`config.mk`:
```
export PLATFORM = sky130hd
export DESIGN_NAME = imem_boot_loader
export DESIGN_NICKNAME = d
export VERILOG_FILES = /design/src/rtl/imem_boot_loader.sv
export SDC_FILE = /design/constraint.sdc
export NUM_CORES = 1
export LEC_CHECK = 0
export CORE_MARGIN = 5
export CORE_UTILIZATION = 50
export DETAILED_ROUTE_END_ITERATION = 8
export GPL_ROUTABILITY_DRIVEN = 0
export PLACE_DENSITY = 0.77
export SETUP_SLACK_MARGIN = 0.1
export SYNTH_ARGS = -nofsm -noshare
export SYNTH_HDL_FRONTEND = slang
export SYNTH_SLANG_ARGS = --single-unit
export TNS_END_PERCENT = 10
```
`constraint.sdc`:
```
create_clock -name clk -period 3.1 [get_ports clk]
set_input_delay 0.465 -clock clk [delete_from_list [all_inputs] [get_ports clk]]
set_output_delay 0.465 -clock clk [all_outputs]
set_load 0.01 [all_outputs]
```
`src/rtl/imem_boot_loader.sv`:
```
// Boot loader for the instruction memory: assembles little-endian words from a byte
// stream, writes them at consecutive addresses and stalls the CPU until a load completes.
module imem_boot_loader #(
  parameter int ADDR_W  = 7,
  parameter int TIMEOUT = 65535
) (
  input  logic              clk,
  input  logic              rst,
  input  logic              start,
  input  logic [ADDR_W:0]   length,
  input  logic              byte_valid,
  input  logic [7:0]        byte_data,
  output logic              byte_ready,
  output logic              mem_we,
  output logic [ADDR_W-1:0] mem_addr,
  output logic [31:0]       mem_wdata,
  output logic              cpu_hold,
  output logic              busy,
  output logic              done,
  output logic              err
);

  localparam logic [ADDR_W:0] DEPTH      = {1'b1, {ADDR_W{1'b0}}};
  localparam logic [15:0]     IDLE_LIMIT = 16'(TIMEOUT - 1);

  typedef enum logic [1:0] {
    S_IDLE,
    S_RECV,
    S_WRITE,
    S_DONE
  } state_e;

  state_e              state_q, state_d;
  logic [ADDR_W:0]     len_q, len_d;
  logic [ADDR_W:0]     word_cnt_q, word_cnt_d;
  logic [1:0]          byte_cnt_q, byte_cnt_d;
  logic [23:0]         word_q, word_d;
  logic [15:0]         idle_cnt_q, idle_cnt_d;
  logic [ADDR_W-1:0]   mem_addr_q, mem_addr_d;
  logic [31:0]         mem_wdata_q, mem_wdata_d;
  logic                cpu_hold_q, cpu_hold_d;
  logic                err_q, err_d;
  logic                byte_ready_q, byte_ready_d;
  logic                mem_we_q, mem_we_d;
  logic                busy_q, busy_d;
  logic                done_q, done_d;
  logic [ADDR_W:0]     word_cnt_inc;

  assign word_cnt_inc = word_cnt_q + 1'b1;

  always_comb begin
    // NOTE: every _d takes its _q value first so no path through this block can infer a latch.
    state_d     = state_q;
    len_d       = len_q;
    word_cnt_d  = word_cnt_q;
    byte_cnt_d  = byte_cnt_q;
    word_d      = word_q;
    idle_cnt_d  = idle_cnt_q;
    mem_addr_d  = mem_addr_q;
    mem_wdata_d = mem_wdata_q;
    cpu_hold_d  = cpu_hold_q;
    err_d       = err_q;

    unique case (state_q)
      S_IDLE: begin
        if (start) begin
          len_d      = (length > DEPTH) ? DEPTH : length;
          word_cnt_d = '0;
          byte_cnt_d = '0;
          idle_cnt_d = 16'd1;
          err_d      = 1'b0;
          cpu_hold_d = 1'b1;
          state_d    = (length == '0) ? S_DONE : S_RECV;
        end
      end
      S_RECV: begin
        if (byte_valid) begin
          // idle_cnt counts RECV cycles since the last accept, the current cycle included.
          idle_cnt_d = 16'd1;
          byte_cnt_d = byte_cnt_q + 2'd1;
          if (byte_cnt_q == 2'd3) begin
            mem_wdata_d = {byte_data, word_q};
            mem_addr_d  = word_cnt_q[ADDR_W-1:0];
            state_d     = S_WRITE;
          end else begin
            word_d[8*byte_cnt_q +: 8] = byte_data;
          end
        end else if (idle_cnt_q >= IDLE_LIMIT) begin
          err_d   = 1'b1;
          state_d = S_IDLE;
        end else begin
          idle_cnt_d = idle_cnt_q + 16'd1;
        end
      end
      S_WRITE: begin
        word_cnt_d = word_cnt_inc;
        idle_cnt_d = 16'd1;
        state_d    = (word_cnt_inc == len_q) ? S_DONE : S_RECV;
      end
      S_DONE: begin
        cpu_hold_d = 1'b0;
        state_d    = S_IDLE;
      end
      default: state_d = S_IDLE;
    endcase
  end

  // Status outputs are registered copies of the next-state decode.
  assign byte_ready_d = (state_d == S_RECV);
  assign mem_we_d     = (state_d == S_WRITE);
  assign busy_d       = (state_d == S_RECV) || (state_d == S_WRITE);
  assign done_d       = (state_d == S_DONE);

  always_ff @(posedge clk or posedge rst) begin
    // NOTE: sequential state uses non-blocking assignments only, so every flop samples pre-edge values.
    if (rst) begin
      state_q      <= S_IDLE;
      len_q        <= '0;
      word_cnt_q   <= '0;
      byte_cnt_q   <= '0;
      word_q       <= '0;
      idle_cnt_q   <= '0;
      mem_addr_q   <= '0;
      mem_wdata_q  <= '0;
      cpu_hold_q   <= 1'b1;
      err_q        <= 1'b0;
      byte_ready_q <= 1'b0;
      mem_we_q     <= 1'b0;
      busy_q       <= 1'b0;
      done_q       <= 1'b0;
    end else begin
      state_q      <= state_d;
      len_q        <= len_d;
      word_cnt_q   <= word_cnt_d;
      byte_cnt_q   <= byte_cnt_d;
      word_q       <= word_d;
      idle_cnt_q   <= idle_cnt_d;
      mem_addr_q   <= mem_addr_d;
      mem_wdata_q  <= mem_wdata_d;
      cpu_hold_q   <= cpu_hold_d;
      err_q        <= err_d;
      byte_ready_q <= byte_ready_d;
      mem_we_q     <= mem_we_d;
      busy_q       <= busy_d;
      done_q       <= done_d;
    end
  end

  assign byte_ready = byte_ready_q;
  assign mem_we     = mem_we_q;
  assign mem_addr   = mem_addr_q;
  assign mem_wdata  = mem_wdata_q;
  assign cpu_hold   = cpu_hold_q;
  assign busy       = busy_q;
  assign done       = done_q;
  assign err        = err_q;

endmodule

```
==> results of run 1 <==
==> worst max path at each step <==
stage                              startpoint                to  slack (ps)
floorplan           word_cnt_q[0]$_DFFE_PP0P_    busy$_DFF_PP0_        1240
global placement                   byte_valid    busy$_DFF_PP0_         750
detailed placement                 byte_valid    busy$_DFF_PP0_         700
CTS                      state_q[0]$_DFF_PP0_  mem_we$_DFF_PP0_         940
global route             state_q[0]$_DFF_PP0_    done$_DFF_PP0_         710
finish              word_cnt_q[2]$_DFFE_PP0P_  mem_we$_DFF_PP0_         910
==> per-stage QoR <==
stage | hold slack, ps | cells | area, um2 | power, mW
finish | 487.6 | 634 | 5757 | 4.597
global route | 531.9 | 634 | 5757 | 4.920
CTS | 491.8 | 634 | 5757 | 4.639
detailed placement | 467.2 | 618 | 5563 | 3.800
global placement | 458.3 | 618 | 5563 | 3.710
floorplan | 446.0 | 440 | 4818 | 3.078
==> metal layers <==
layer	vias to the layer above	wire, um	global-route usage
met5	-	0	0
met1	1677	4581	0.2477
met4	0	155	0.05591
met3	17	515	0.04060
li1	1643	-	-
met2	103	4698	0.2935
==> placed cells by master, fill, tap and decap left out, drive strengths merged, types with 3 or more instances in the layout <==
cell / netlist / layout
o21ai: 40 / 40
xnor2: 12 / 12
xor2: 5 / 5
mux2: 42 / 42
a22o: 6 / 6
inv: 9 / 12
mux2i: 4 / 4
nand2b: 9 / 9
a21oi: 13 / 13
dfrtp: 104 / 104
buf: 16 / 4
nand2: 79 / 79
nor2: 21 / 21
nand4: 5 / 5
nand3: 8 / 8
clkbuf: 3 / 10
nor3: 7 / 7
nor3b: 4 / 4
and4: 5 / 5
ha: 11 / 11
clkdlybuf4s50: 0 / 64
and3: 3 / 3
==> cell families after synthesis <==
group	count (synthesis)	share of synthesized area
AO/OA/AOI/OAI	81	0.1047
flip-flops	105	0.5460
XOR/XNOR	17	0.03092
AND/OR/NAND/NOR	152	0.1528
buffers and inverters	28	0.02885
adder cells (fa/ha/maj)	11	0.02859
multiplexers	46	0.1081
==> final cells by class <==
class	count	area (um2)
repair buffers	68	683.2
multi-input cells	307	2052
well taps	129	161.4
clock buffers	10	137.6
flip-flops and latches	105	2629
clock inverters	6	56.30
fillers	792	3571
inverters	9	37.54
==> sequential cells by signal, summed over array words and instances (netlist names), 2 cells and up <==
| name | flops |
|---|---|
| word_q | 24 |
| state_q | 2 |
| mem_wdata | 32 |
| mem_addr | 7 |
| idle_cnt_q | 16 |
| word_cnt_q | 8 |
| len_q | 8 |
| byte_cnt_q | 2 |
==> report_power, final <==
group / leakage, nW / internal (mW) / switching [mW] / total, mW
Clock: 0.0973 / 0.333 / 0.500 / 0.833
Sequential: 1.41 / 1.81 / 0.350 / 2.16
Combinational: 1.06 / 0.834 / 0.766 / 1.60
==> critical path: cells and delay by family (launching register included) <==
kind | cells | cell delay [ps]
compound gates | 3 | 950
flops | 1 | 530
simple gates | 2 | 450
fa+ha+maj | 1 | 230
==> flow_summary.json, run 1 <==
{
  "hold_viol_final": 0,
  "yosys.cell_types.count": 58,
  "io_buffers": 64,
  "cts_root_buf": "clkbuf_8",
  "ys_seq_area_frac": 0.5460,
  "ant_nets": 0,
  "grt_max_degree": 52,
  "slew-limit-headroom": 0.4394,
  "fin_util": 0.6172,
  "rrSetupSlack_ps": 910,
  "synth_largest_area_cell": "dfrtp_1",
  "reg2reg_to": "mem_we$_DFF_PP0_",
  "vias": 3440,
  "clock_latency_ps": 370,
  "gr-total-overflow": 0,
  "netlist_instances": 440,
  "holdCritStartpoint": "word_q[22]$_DFFE_PP0P_",
  "die_y_um": 108.1,
  "tns_ps": 0,
  "holdCritPathClass": "flip-flop to flip-flop",
  "hold_buffers": 0,
  "synthArstFlopShare": 1.000,
  "clock_path_buffers": 2,
  "drv_cap": 0,
  "drive_above_1_share": 0.1505,
  "clk_pin_slew_ps": 110,
  "end_kind": "flip-flop",
  "crit_chain": "and4_1 > nand2_1 > a2111oi_2 > o2111ai_1 > o21ai_0 > ha_1",
  "core-area_um2": 9328,
  "start_util": 0.5162,
  "ys.flop_type": "dfrtp_1",
  "first_global_vias": 3527,
  "worst_slew_pin_slew_ps": 834.5,
  "insertedDiodeCount": 0,
  "fmax_ghz": 0.4559,
  "p_leak_nw": 2.564,
  "synth.most_common_cell": "dfrtp_1",
  "setup_ws_ps": 906.7,
  "cp_data_required_time_ps": 3410,
  "viasPerCell": 5.426,
  "fin_crit_ps": 2193,
  "status": "completed",
  "hold_end": "word_q[22]$_DFFE_PP0P_",
  "crit_fanout": 9,
  "syn_area_per_cell_um2": 10.94,
  "slew_viol_final": 0,
  "critPathLaunchType": "flip-flop",
  "wl_mm": 9.951,
  "irDropWorstVdd_uv": 657.7,
  "grt_usage": 0.1822,
  "finalClockSkew_ps": 10.93,
  "cts_setup_buffers": 0,
  "grt_pass1_wl_mm": 16.94,
  "cts_max_level": 3,
  "synth_top_area_frac": 0.5405,
  "synth_common_cells": "104 x dfrtp_1, 79 x nand2_1, 40 x mux2_2, 40 x o21ai_0, 21 x nor2_1",
  "cp_data_arrival_time_ps": 2500,
  "die_area_um2": 11690,
  "ios": 65,
  "synth_area_um2": 4815,
  "antenna_found_initial": 0,
  "synth_edf_count": 0,
  "rows": 35,
  "die_w_um": 108.1,
  "rsz0062_at_grt": "false",
  "post_cts_resized": 0,
  "setup-violations-final": 0,
  "remaining_drc_errors": 0,
  "synth_area_leaders": "dfrtp_1 54%, mux2_2 9.4%, nand2_1 6.2%, o21ai_0 4.2%, ha_1 2.9%",
  "wl_per_cell_um": 15.70,
  "drtIter0Drc": 120,
  "syn2layout_area_growth_pct": 19.57,
  "regToRegStartpoint": "word_cnt_q[2]$_DFFE_PP0P_",
  "place_ws_ps": 699.5,
  "synth-seq-cells": 105,
  "finalCritPeriodShare": 0.7075,
  "worst-setup-path-type": "flip-flop to flip-flop",
  "drt_pass1_iterations": 4,
  "hpwlAfterDp_mm": 7.012,
  "cts_tree": "yes",
  "min_path_cells": 2,
  "critPathSlowestCell": "dfrtp_1",
  "reg2reg_depth": 6,
  "num-nets-final": 531,
  "cts_inserted_buffers": 9,
  "ys_warn_count": 0,
  "pwr_density_cell_nw_per_um2": 798.5,
  "max_stage_delay_ps": 530,
  "synth_nets": 471,
  "cts.sinks": 105
}
Note: power is estimated with default switching activity, not from simulation.
==> inputs of run 2 (changes only) <==
--- a/config.mk
+++ b/config.mk
@@ -6,10 +6,10 @@
 export NUM_CORES = 1
 export LEC_CHECK = 0
 export CORE_MARGIN = 5
-export CORE_UTILIZATION = 50
+export CORE_UTILIZATION = 55
 export DETAILED_ROUTE_END_ITERATION = 8
 export GPL_ROUTABILITY_DRIVEN = 0
-export PLACE_DENSITY = 0.77
+export PLACE_DENSITY = 0.8
 export SETUP_SLACK_MARGIN = 0.1
 export SYNTH_ARGS = -nofsm -noshare
 export SYNTH_HDL_FRONTEND = slang
==> constraint.sdc (replaced) <==
create_clock -name clk -period 2.2 [get_ports clk]
set_input_delay 0.33 -clock clk [delete_from_list [all_inputs] [get_ports clk]]
set_output_delay 0.33 -clock clk [all_outputs]
set_load 0.01 [all_outputs]
==> run 2 against run 1 <==
Critical path depth is 1 higher. Count of clock-buffer cells in the layout stayed put. Die area is 8.3% lower. Cell count is 1.4% lower. Clock skew is 1.2 ps higher. Setup slack worse by 730 ps. Fmax is 8.2% higher. First-iteration DRC count is 5.8% lower. Clock power is 38% higher. Routed wire length is 0.26% higher.
==> flow_summary.json, run 2 (synthesis gave the netlist of run 1 again) <==
{
  "slew_viol_final": 0,
  "cts_max_level": 3,
  "die_area_um2": 10720,
  "critPathSlowestCell": "dfrtp_2",
  "largest_reg_flops": 32,
  "gr-total-overflow": 0,
  "grt_usage": 0.1943,
  "remaining_drc_errors": 0,
  "clk_pin_slew_ps": 100,
  "tns_ps": 0,
  "hpwlAfterDp_mm": 7.038,
  "drv_cap": 0,
  "cp_num_buf_inv": 1,
  "crit_fanout": 7,
  "antenna_found_initial": 0,
  "slew-limit-headroom": 0.6208,
  "cp_data_arrival_time_ps": 2290,
  "insertedDiodeCount": 0,
  "drive_above_1_share": 0.1779,
  "crit_family": "compound AO/OA/AOI/OAI gates",
  "viasPerCell": 5.523,
  "finalCritPeriodShare": 0.9212,
  "pwr_density_cell_nw_per_um2": 1124,
  "place_ws_ps": 13.35,
  "final_common_cell": "dfrtp_1",
  "cts_inserted_buffers": 9,
  "die_w_um": 103.6,
  "rrSetupSlack_ps": 170,
  "rows": 34,
  "holdCritPathClass": "input port to async pin",
  "grt_max_degree": 106,
  "setup-violations-final": 0,
  "end_kind": "flip-flop",
  "worst_slew_pin_slew_ps": 568.9,
  "setup_ws_ps": 173.3,
  "grt_pass1_wl_mm": 17.38,
  "core-area_um2": 8636,
  "crit_chain": "and4_1 > nand2_1 > a2111oi_2 > o2111ai_1 > o21a_1 > ha_1 > inv_1",
  "busiest_layer": "met2",
  "layout_common_cells": "102 x dfrtp_1, 79 x nand2_1, 64 x clkdlybuf4s50_1",
  "ios": 65,
  "clock_path_buffers": 2,
  "wl_mm": 9.977,
  "cp_data_required_time_ps": 2470,
  "max_stage_delay_ps": 440,
  "grt_use_met2": 0.3042,
  "cts.sinks": 105,
  "irDropWorstVdd_uv": 649.7,
  "hold_viol_final": 0,
  "drtIter0Drc": 113,
  "rsz0062_at_grt": "true",
  "cts_tree": "yes",
  "gr-usage-met3": 0.04229,
  "status": "completed",
  "critPathLaunchType": "flip-flop",
  "clock_latency_ps": 370,
  "vias": 3452,
  "worst-setup-path-type": "flip-flop to flip-flop",
  "fin_total_pwr_mw": 6.545,
  "fin_hold_ws_ps": 432.9,
  "fin_crit_ps": 2027,
  "start_util": 0.5575,
  "globalRouteMet1Util": 0.2632,
  "cts_root_buf": "clkbuf_8",
  "num-nets-final": 543,
  "finalClockSkew_ps": 12.09,
  "wl_per_cell_um": 15.96,
  "io_buffers": 64,
  "ant_nets": 0,
  "first_global_vias": 3576,
  "drt_pass1_iterations": 5,
  "fmax_ghz": 0.4934,
  "p_leak_nw": 2.616,
  "die_y_um": 103.6,
  "fin_util": 0.6742,
  "syn2layout_area_growth_pct": 20.92
}
## run 2: report_power, final
part	internal [mW]	switching [mW]
combinational	1.26	1.15
sequential	2.56	0.432
clock	0.457	0.691
## run 2: stage by stage
step                instance area [um2]  instances
detailed placement                 5627        609
global placement                   5627        609
finish                             5822        625
global route                       5822        625
CTS                                5814        625
floorplan                          4818        440
## run 2: final cells by class
| class | instances | area [um2] |
|---|---|---|
| timing repair buffer | 80 | 773.2 |
| tap | 108 | 135.1 |
| fill | 645 | 2814 |
| clock buffer | 10 | 137.6 |
| inverter | 9 | 37.54 |
| clock inverter | 6 | 50.05 |
| multi-input combinational | 307 | 2057 |
| sequential | 105 | 2631 |
## run 2: metal layers
metal | up-vias | wire [um]
li1 | 1664 | -
met1 | 1678 | 4663
met2 | 87 | 4637
met3 | 23 | 421
met4 | 0 | 254
met5 | - | 0
## run 2: worst paths after layout
path                                            from                         to  depth (start not counted)
setup / recovery           word_cnt_q[0]$_DFFE_PP0P_             busy$_DFF_PP0_                          7
hold / removal                                   rst      word_q[3]$_DFFE_PP0P_                          3
setup reg to reg           word_cnt_q[0]$_DFFE_PP0P_             busy$_DFF_PP0_                          7
hold reg to reg                word_q[1]$_DFFE_PP0P_      word_q[1]$_DFFE_PP0P_                          2
max in group asynchronous                        rst  word_cnt_q[0]$_DFFE_PP0P_                          3
min in group clk               word_q[1]$_DFFE_PP0P_      word_q[1]$_DFFE_PP0P_                          2
## run 2: worst reg2reg max path: cells and delay by family (launching register included)
kind,cells,cell delay (ps)
and+or+nand+nor,2,410
adders and majority gates,1,270
AOI/OAI and AO/OA,3,790
buffers and inverters,1,30
DFF,1,440
## run 2: what timing repair did
action                                  4_1_cts  5_1_grt
gates resized for setup                       1        5
pin swaps                                     0        0
hold buffers                                  0        0
endpoints found under the setup margin        3       20
setup buffers                                 0        0
hold endpoints to repair                      0        0
==> inputs of run 3 (changes only) <==
--- a/config.mk
+++ b/config.mk
@@ -7,6 +7,7 @@
 export LEC_CHECK = 0
 export CORE_MARGIN = 5
 export CORE_UTILIZATION = 55
+export CTS_CLUSTER_SIZE = 14
 export DETAILED_ROUTE_END_ITERATION = 8
 export GPL_ROUTABILITY_DRIVEN = 0
 export PLACE_DENSITY = 0.8
==> constraint.sdc (replaced) <==
create_clock -name clk -period 2.5 [get_ports clk]
set_input_delay 0.375 -clock clk [delete_from_list [all_inputs] [get_ports clk]]
set_output_delay 0.375 -clock clk [all_outputs]
set_load 0.01 [all_outputs]
==> run 3 against run 2 <==
Combinational power fell by 13%. Hold slack got worse by 20 ps. Die area did not move. Non-clock buffer count fell by 2. Fmax fell by 4.9%. Routed wire length rose by 0.32%. First-iteration DRC count fell by 16%. Final area rose by 0.67%. Largest power group unchanged. Highest routed layer unchanged.
==> flow_summary.json, run 3 (synthesis gave the netlist of run 1 again) <==
{
  "status": "completed",
  "setup-violations-final": 0,
  "globalRouteMet1Util": 0.2576,
  "first_global_vias": 3455,
  "drtIter0Drc": 95,
  "rrSetupSlack_ps": 370,
  "p_leak_nw": 2.637,
  "cts.sinks": 105,
  "syn2layout_area_growth_pct": 21.73,
  "ios": 65,
  "finalCritPeriodShare": 0.8525,
  "final_common_cell": "dfrtp_1",
  "grt_pass1_wl_mm": 16.85,
  "setup_ws_ps": 368.6,
  "crit_family": "adder cells",
  "wl_mm": 10.01,
  "finalClockSkew_ps": 10.70,
  "worst_slew_pin_slew_ps": 596.6,
  "start_util": 0.5575,
  "crit_top_cell": "ha_1",
  "drive_above_1_share": 0.1670,
  "pwr_density_cell_nw_per_um2": 1014,
  "irDropWorstVdd_uv": 538.4,
  "hold_viol_final": 0,
  "ant_nets": 0,
  "cts_tree": "yes",
  "rsz0062_at_grt": "false",
  "rows": 34,
  "holdCritPathClass": "input port to async pin",
  "fin_cells": 623,
  "crit_fanout": 7,
  "cp_num_buf_inv": 1,
  "grt_use_met2": 0.3101,
  "layout_common_cells": "104 x dfrtp_1, 79 x nand2_1, 64 x clkdlybuf4s50_1",
  "final_cell_area_um2": 5861,
  "grt_max_degree": 46,
  "die_area_um2": 10720,
  "die_w_um": 103.6,
  "gr-usage-met3": 0.04229,
  "critPathSlowestCell": "dfrtp_1",
  "drv_cap": 0,
  "clock_path_buffers": 2,
  "num-nets-final": 541,
  "tns_ps": 0,
  "fin_crit_ps": 2131,
  "busiest_layer": "met2",
  "largest_reg_flops": 32,
  "antenna_found_initial": 0,
  "crit_chain": "ha_1 > nand3_1 > nor2_1 > xnor2_1 > o2111ai_1 > o21a_1 > ha_1 > inv_1",
  "reg2reg_depth": 8,
  "viasPerCell": 5.562,
  "core-area_um2": 8636,
  "cp_data_arrival_time_ps": 2400,
  "clk_pin_slew_ps": 100,
  "nFillCells": 657,
  "drt_pass1_iterations": 4,
  "fmax_ghz": 0.4692,
  "end_kind": "flip-flop",
  "max_stage_delay_ps": 480,
  "hold_buffers": 0,
  "die_y_um": 103.6,
  "cp_data_required_time_ps": 2770,
  "reg2reg_to": "busy$_DFF_PP0_",
  "place_ws_ps": 408.7,
  "slew_viol_final": 0,
  "fin_hold_ws_ps": 412.8,
  "wl_per_cell_um": 16.07,
  "post-place-cells": 607,
  "remaining_drc_errors": 0,
  "cts_max_level": 3,
  "cts_root_buf": "clkbuf_8",
  "post_cts_resized": 0,
  "insertedDiodeCount": 0,
  "clock_latency_ps": 370,
  "cts_inserted_buffers": 9,
  "slew-limit-headroom": 0.6014,
  "worst-setup-path-type": "flip-flop to flip-flop",
  "regToRegStartpoint": "word_cnt_q[0]$_DFFE_PP0P_",
  "io_buffers": 64,
  "vias": 3465,
  "grt_usage": 0.1911,
  "cts_setup_buffers": 0,
  "hpwlAfterDp_mm": 7.121,
  "place_area_um2": 5624,
  "gr-total-overflow": 0,
  "critPathLaunchType": "flip-flop"
}
-- run 3: cell count changes in the layout (fill, tap and decap cells not counted), sizes merged --
cell    previous run  this run
bufinv             0         2
buf               16        14
clkinv             3         1
-- run 3: cell type report --
cell class / instances / area [um2] / area share
inverter: 9 / 37.54 / 0.006405
clock buffer: 10 / 137.6 / 0.02348
clock inverter: 6 / 98.84 / 0.01687
sequential: 105 / 2629 / 0.4485
multi-input combinational: 307 / 2052 / 0.3501
timing repair buffer: 78 / 770.7 / 0.1315
tap: 108 / 135.1 / 0.02306
-- run 3: worst max-delay path by stage --
stage                     cells past startpoint                   endpoint  slack (ps)                 startpoint
after detailed placement                      5  mem_wdata[16]$_DFFE_PP0P_         410                 byte_valid
after floorplan                               7             busy$_DFF_PP0_         640  word_cnt_q[0]$_DFFE_PP0P_
after CTS                                     8             busy$_DFF_PP0_         360  word_cnt_q[0]$_DFFE_PP0P_
after global routing                          8             busy$_DFF_PP0_         170  word_cnt_q[0]$_DFFE_PP0P_
after global placement                        5    mem_addr[0]$_DFFE_PP0P_         430                 byte_valid
final                                         8             busy$_DFF_PP0_         370  word_cnt_q[0]$_DFFE_PP0P_
-- run 3: worst register-to-register path, cell delays in order (launching register included) --
cell       delay, ps
dfrtp_1          480
ha_1             300
nand3_1          180
nor2_1           250
xnor2_1          160
o2111ai_1        150
o21a_1           220
ha_1             270
inv_1             30
-- run 3: through the flow --
stage                     utilization  total power [mW]
after floorplan                     -             3.817
after global placement         0.6513             4.681
after detailed placement       0.6513             4.787
after CTS                      0.6786             5.999
after global routing           0.6786             6.322
final                          0.6786             5.943
-- run 3: power by group --
group	internal [mW]	leakage, nW	total [mW]	switching, mW
logic	1.10	1.11	2.10	1.01
registers	2.25	1.41	2.63	0.384
clock network	0.607	0.117	1.20	0.598
-- run 3: metal layers --
metal / wire, um / up-vias
li1: - / 1669
met4: 125 / 0
met5: 0 / -
met1: 4504 / 1688
met2: 4809 / 96
met3: 571 / 12
